--- config.mk ---
export PLATFORM = sky130hd
export DESIGN_NAME = aes128_stream_ctrl
export DESIGN_NICKNAME = d
export VERILOG_FILES = /design/src/rtl/aes128_pkg.sv /design/src/rtl/aes128_stream_ctrl.sv
export SDC_FILE = /design/constraint.sdc
export NUM_CORES = 1
export LEC_CHECK = 0
export ABC_AREA = 1
export BUFFER_PORTS_ARGS = -buffer_cell sky130_fd_sc_hd__buf_2
export CAP_MARGIN = 30
export CORE_AREA = 2 2 427 429
export CTS_CLUSTER_DIAMETER = 50
export DETAILED_ROUTE_END_ITERATION = 8
export DIE_AREA = 0 0 429 431
export PLACE_DENSITY_LB_ADDON = 0.15
export SYNTH_ARGS = -nofsm -noshare
export SYNTH_HDL_FRONTEND = slang
export SYNTH_SLANG_ARGS = --single-unit
--- constraint.sdc ---
create_clock -name clk -period 33.4 [get_ports clk]
set_input_delay 6.68 -clock clk [delete_from_list [all_inputs] [get_ports clk]]
set_output_delay 6.68 -clock clk [all_outputs]
set_load 0.005 [all_outputs]
--- src/rtl/aes128_pkg.sv ---
// rtl/aes128_pkg.sv - shared types and constants for the aes128 stream controller
package aes128_pkg;

    localparam int AES_BLK_W = 128;

    typedef enum logic [3:0] {
        MODE_ECB = 4'd0,
        MODE_CBC = 4'd1,
        MODE_CFB = 4'd2,
        MODE_OFB = 4'd3,
        MODE_CTR = 4'd4
    } aes_mode_e;

    typedef enum logic [2:0] {
        ST_IDLE,
        ST_CHAIN_RST,
        ST_WAIT_IN,
        ST_ISSUE,
        ST_BUSY,
        ST_OUT_HOLD
    } ctrl_state_e;

    function automatic logic mode_legal(input logic [3:0] mode);
        return mode <= 4'(MODE_CTR);
    endfunction

endpackage

--- src/rtl/aes128_stream_ctrl.sv ---
// rtl/aes128_stream_ctrl.sv - message sequencer for the aes128 core; AES_CTRL_TIMEOUT_EN adds a BUSY watchdog
module aes128_stream_ctrl
    import aes128_pkg::*;
#(
    parameter int MAX_BLOCKS  = 65535,
    parameter int TIMEOUT_CYC = 1023,
    localparam int CNT_W = $clog2(MAX_BLOCKS + 1)
) (
    input  logic                 clk,
    input  logic                 rst,
    input  logic                 desc_valid,
    output logic                 desc_ready,
    input  logic                 desc_decipher,
    input  logic [3:0]           desc_mode,
    input  logic [AES_BLK_W-1:0] desc_key,
    input  logic [AES_BLK_W-1:0] desc_iv,
    input  logic [15:0]          desc_seglen,
    input  logic [CNT_W-1:0]     desc_nblk,
    input  logic                 in_valid,
    output logic                 in_ready,
    input  logic [AES_BLK_W-1:0] in_data,
    output logic                 out_valid,
    input  logic                 out_ready,
    output logic [AES_BLK_W-1:0] out_data,
    output logic                 out_last,
    output logic                 err,
    output logic                 core_cipher_en,
    output logic                 core_decipher_en,
    output logic                 core_chain_en,
    output logic [AES_BLK_W-1:0] core_data_in,
    output logic [AES_BLK_W-1:0] core_key,
    output logic [AES_BLK_W-1:0] core_init_vector,
    output logic [3:0]           core_mode,
    output logic [15:0]          core_segment_len,
    input  logic [AES_BLK_W-1:0] core_data_out,
    input  logic                 core_ready
);

    if (TIMEOUT_CYC < 1 || MAX_BLOCKS < 1) begin : g_param_check
        $error("aes128_stream_ctrl: TIMEOUT_CYC and MAX_BLOCKS must be >= 1");
    end

    ctrl_state_e      state, state_nx;
    logic             dec_r;
    aes_mode_e        mode_r;
    logic [CNT_W-1:0] remaining;
    logic             core_ready_q;
    logic             desc_hs, desc_bad, in_hs, out_hs, rdy_rise, timeout_hit;

    assign desc_hs  = desc_valid & desc_ready;
    assign desc_bad = !mode_legal(desc_mode) || (desc_nblk == '0);
    assign in_hs    = in_valid & in_ready;
    assign out_hs   = out_valid & out_ready;
    assign rdy_rise = core_ready & ~core_ready_q;

`ifdef AES_CTRL_TIMEOUT_EN
    localparam int TO_W = $clog2(TIMEOUT_CYC + 1);
    logic [TO_W-1:0] to_cnt;

    always_ff @(posedge clk or posedge rst) begin
        if (rst) begin
            to_cnt <= '0;
        end else if (state == ST_ISSUE) begin
            to_cnt <= '0;
        end else if (state == ST_BUSY) begin
            to_cnt <= to_cnt + TO_W'(1);
        end
    end

    assign timeout_hit = (state == ST_BUSY) && (to_cnt == TO_W'(TIMEOUT_CYC));
`else
    assign timeout_hit = 1'b0;
`endif

    always_comb begin
        state_nx = state;
        case (state)
            ST_IDLE:      if (desc_hs && !desc_bad) state_nx = ST_CHAIN_RST;
            ST_CHAIN_RST: state_nx = ST_WAIT_IN;
            ST_WAIT_IN:   if (in_hs) state_nx = ST_ISSUE;
            ST_ISSUE:     state_nx = ST_BUSY;
            ST_BUSY: begin
                if (rdy_rise) begin
                    state_nx = ST_OUT_HOLD;
                end else if (timeout_hit) begin
                    state_nx = ST_IDLE;
                end
            end
            ST_OUT_HOLD: begin
                if (out_hs) begin
                    state_nx = (remaining == CNT_W'(1)) ? ST_IDLE : ST_WAIT_IN;
                end
            end
            default:      state_nx = ST_IDLE;
        endcase
    end

    // desc_ready is gated by rst so every output reads 0 while reset is held
    assign desc_ready       = (state == ST_IDLE) & ~rst;
    assign in_ready         = (state == ST_WAIT_IN);
    assign out_valid        = (state == ST_OUT_HOLD);
    assign out_last         = out_valid & (remaining == CNT_W'(1));
    assign core_chain_en    = (state == ST_WAIT_IN) || (state == ST_ISSUE) ||
                              (state == ST_BUSY) || (state == ST_OUT_HOLD);
    assign core_cipher_en   = (state == ST_ISSUE) & ~dec_r;
    assign core_decipher_en = (state == ST_ISSUE) & dec_r;
    assign core_mode        = mode_r;

    always_ff @(posedge clk or posedge rst) begin
        if (rst) begin
            state            <= ST_IDLE;
            core_ready_q     <= 1'b0;
            dec_r            <= 1'b0;
            mode_r           <= MODE_ECB;
            core_key         <= '0;
            core_init_vector <= '0;
            core_segment_len <= '0;
            remaining        <= '0;
            core_data_in     <= '0;
            out_data         <= '0;
            err              <= 1'b0;
        end else begin
            state        <= state_nx;
            core_ready_q <= core_ready;
            err          <= (desc_hs && desc_bad) || (timeout_hit && !rdy_rise);
            // rejected descriptors leave the core configuration untouched
            if (desc_hs && !desc_bad) begin
                dec_r            <= desc_decipher;
                mode_r           <= aes_mode_e'(desc_mode);
                core_key         <= desc_key;
                core_init_vector <= desc_iv;
                core_segment_len <= desc_seglen;
                remaining        <= desc_nblk;
            end
            if (in_hs) begin
                core_data_in <= in_data;
            end
            if (state == ST_BUSY && rdy_rise) begin
                out_data <= core_data_out;
            end
            if (out_hs) begin
                remaining <= remaining - CNT_W'(1);
            end
        end
    end

endmodule

# ---- Word level (Yosys, flattened, before mapping)
# Index checks and enable logic that the tools add are counted.
dict set report word_totals {
  reg_bits 554
  latchBits 0
  mem_bits_rw 0
  mem_bits_ro 0
  input_bits 555
  output_inout_bits 540
  n_memories 0
}
dict set report op_classes {
  addsub 1
  n_mul 0
  div_mod_pow 0
  order_cmp 1
  n_eq_ne 10
  shifts 0
  mux 8
  bitwise_logic 11
  reduce_logical 13
}
# op count
set op_table {}
lappend op_table {{$mux W16} 2}
lappend op_table {{$pmux W3 S6} 1}
lappend op_table {{$eq A16 B1 Y1 const B} 1}
lappend op_table {{$logic_not A16 Y1} 1}
lappend op_table {{$sub A16 B1 Y16 const B} 1}
lappend op_table {{$mux W3} 4}
lappend op_table {{$and A1 B1 Y1} 8}
lappend op_table {{$eq A3 B2 Y1 const B} 2}
lappend op_table {{$eq A3 B3 Y1 const B} 2}
lappend op_table {{$le A4 B3 Y1 const B} 1}
lappend op_table {{$logic_or A1 B1 Y1} 4}
lappend op_table {{$ne A2 B1 Y1 const B} 2}
lappend op_table {{$ne A2 B2 Y1 const B} 2}
lappend op_table {{$reduce_and A4 Y1} 1}
lappend op_table {{$eq A3 B1 Y1 const B} 1}
lappend op_table {{$logic_and A1 B1 Y1} 3}
lappend op_table {{$logic_not A3 Y1} 1}
lappend op_table {{$not A1 Y1} 3}
lappend op_table {{$logic_not A1 Y1} 2}
lappend op_table {{$mux W2} 1}
lappend op_table {{$reduce_bool A2 Y1} 1}

# ---- Longest topological paths before layout
dict set report logic_depth {
  word_depth 7
  depth_mapped 9
}

# ---- Worst setup path after synthesis
# OpenSTA, ideal clock, no wires.
dict set report synth_path {
  path_kind {in2out}
  from {input port rst}
  to {output port desc_ready}
  arrival_ns 6.786
  slack_ns 19.934
  path_stages 1
  path_buffers 0
  path_cell_list {nor2_1}
}
dict set report synth_between {
  elab_chain_cells 2
}
# item line
set synth_rtl {}
lappend synth_rtl {{start: declaration} aes128_stream_ctrl.sv:10} ;# input logic rst,
lappend synth_rtl {{$not A1 Y1} aes128_stream_ctrl.sv:99} ;# assign desc_ready = (state == ST_IDLE) & ~rst;
lappend synth_rtl {{$and A1 B1 Y1} aes128_stream_ctrl.sv:99}
lappend synth_rtl {{end: declaration} aes128_stream_ctrl.sv:12} ;# output logic desc_ready,
# Every way passes these cells.

# ---- Worst setup path after layout
# Ends and elaborated chain as after synthesis.

==> flow_metrics.py <==
metrics = {
    "outcome": {
        "status": "finished, final reports clean",
    },
    "global_route": {
        "grt_overflow": 0,
        "track_usage_pct": 10.11,
        "antenna_found_initial": 27,
        "grt_max_degree": 157,
        "grt_pass1_vias": 18340,
        "grt_pass1_wl_mm": 135.5,
    },
    "layout": {
        "final_cell_mix": "buf_2, dfrtp_1, nand2_1, inv_1, o21ai_2",
        "layout.nets": 3643,
        "final_common_cell": "buf_2",
        "layout-drive-gt1-share_pct": 53.31,
        "final_area_mm2": 0.03476,
        "area_growth_pct": 50.88,
    },
    "pwr": {
        "p_leak_nw": 18.23,
        "total_power_w": 0.003329,
        "vdd_drop_max_v": 0.00003742,
        "p_per_area_mw_per_mm2": 95.76,
    },
    "setup_path": {
        "worstPathRequired_ns": 26.72,
        "arrival_ns": 7.19,
        "end_kind": "output port",
        "path_max_fanout": 3,
        "crit_type": "primary input to output port",
        "startpoint_type": "primary input",
    },
    "route": {
        "vias": 17750,
        "wl_mm": 96.21,
        "wire_per_inst_um": 17.32,
        "dr.pass1.iters": 4,
        "drt_iter0_markers": 638,
        "drc": 0,
        "via_per_inst": 3.196,
        "drtAntennaViolNets": 0,
    },
    "clock_network": {
        "clk_pin_slew_ns": 0.05,
        "htreeDepth": 3,
        "cts_tree": "built",
        "post-cts-setup-buffers": 0,
        "ctsHoldBuffers": 0,
        "cts_buffers": 105,
        "cts-root-buf": "clkbuf_16",
        "clock_latency_ns": 0.71,
        "cts_resized": 0,
        "clockBufferDepth": 3,
        "cts.sinks": 554,
    },
    "yosys": {
        "syn_area_mm2": 0.02304,
        "yosys_warnings": 0,
        "yosysSeqAreaShare_pct": 60.17,
        "netlist_instances": 1957,
        "ys_ff_latch": 554,
        "yosysUniqueCellTypes": 29,
        "syn_avg_cell_area_um2": 11.77,
        "synthesis.nets": 2514,
    },
    "die": {
        "die_y_um": 431,
        "core.rowCount": 156,
        "core_area_mm2": 0.1802,
        "die_area_mm2": 0.1849,
        "die_w_um": 429,
        "initial_core_util_pct": 12.79,
        "io_pins": 1095,
    },
    "sta": {
        "slew_violations": 0,
        "slew_headroom_pct": 26.94,
        "setup_viol": 0,
        "worst_pin_slew_ns": 1.096,
        "timing.hold.ws_ns": 0.4566,
        "skew_ns": 0.01999,
        "rsz0062_at_grt": "no",
        "hold_viol_final": 0,
        "layout_min_cycle_time_ns": 13.87,
        "fmaxAchievable_mhz": 72.11,
        "min_period_over_period_pct": 41.52,
        "fin_tns_setup_ns": 0,
    },
    "worst_hold_path": {
        "min_path_type": "flop to flop",
    },
    "place": {
        "dp_hpwl_mm": 74.87,
        "placed_cell_area_mm2": 0.03089,
        "routabilityCongestion": 0.7860,
        "numPortBuffers": 1094,
    },
    "job": {
        "cap_violations": 0,
    },
}
per-layer routing:
| layer | share of wire, % | global-route usage [%] | up-vias |
|---|---|---|---|
| met5 | 0.19 | 0 | - |
| li1 | - | - | 8540 |
| met3 | 7.7 | 3.981 | 178 |
| met4 | 3.3 | 3.933 | 28 |
| met1 | 37 | 10.76 | 8378 |
| met2 | 52 | 17.86 | 624 |
final timing paths:
kind	cells after the start	to	from	slack (ns)
worst max-delay path	3	desc_ready	rst	19.53
min in group asynchronous	2	core_key[68]	rst	6.15
worst max register to register	11	core_key[116]	state[2]	29.05
max in group asynchronous	5	out_data[90]	rst	24.38
worst min-delay path	2	core_mode[3]	core_mode[3]	0.46
worst min register to register	2	core_mode[3]	core_mode[3]	0.46
cell usage after synthesis, drive strengths merged:
cell type	number	area, um2
dfrtp	554	13860
nand2	335	1260
inv	309	1160
o21ai	285	2327
mux2	256	2883
buf	88	877.1
nand3	48	252.8
nor2	46	185.2
nand4	15	93.84
clkbuf	8	30.03
a21oi	5	28.78
ha	2	25.02
nor3	2	21.27
a21boi	1	7.510
a21o	1	7.510
xnor2	1	8.760
xor2	1	8.760
critical path, cell delays in order:
cell and delay [ns]:
buf_2 0.15, nor2_1 0.19, buf_2 0.16
registers in the layout, summed over array words and instances, names as in the netlist, 3 cells and up:
| register | count |
|---|---|
| core_segment_len | 16 |
| out_data | 128 |
| remaining | 16 |
| core_mode | 4 |
| state | 3 |
| core_init_vector | 128 |
| core_key | 128 |
| core_data_in | 128 |
through the flow:
stage	instances	worst slack, ns	util, %
CTS	5546	19.54	19.28
floorplan	1957	11.23	-
finish	5554	19.53	19.30
detailed placement	5349	19.54	17.15
global route	5554	19.51	19.30
global placement	5345	19.55	17.08
final cells by class:
type | instances | area, um2
Timing Repair Buffer | 1118 | 5761
Clock buffer | 131 | 2908
Sequential cell | 554 | 13860
Tap cell | 2370 | 2965
Fill cell | 20110 | 145400
Clock inverter | 66 | 944.7
Multi-Input combinational cell | 998 | 7133
Antenna cell | 8 | 20.02
Inverter | 309 | 1167
where the power goes:
group | total (W) | switching [W] | internal, W
registers | 0.00118 | 0.000179 | 0.000998
logic | 0.000982 | 0.000512 | 0.000470
clock network | 0.00117 | 0.000391 | 0.000778
cells by family (layout without fill, tap and decap cells):
logic type	Yosys count	count (layout)	share of synthesized area, %
buffers and inverters	405	1624	8.971
AND/OR/NAND/NOR	446	446	7.869
multiplexers	256	256	12.51
other	0	8	0
AO/OA/AOI/OAI	292	292	10.29
XOR/XNOR	2	2	0.07604
adder cells (fa/ha/maj)	2	2	0.1086
flip-flops	554	554	60.17
Note: power is estimated with default switching activity, not from simulation.
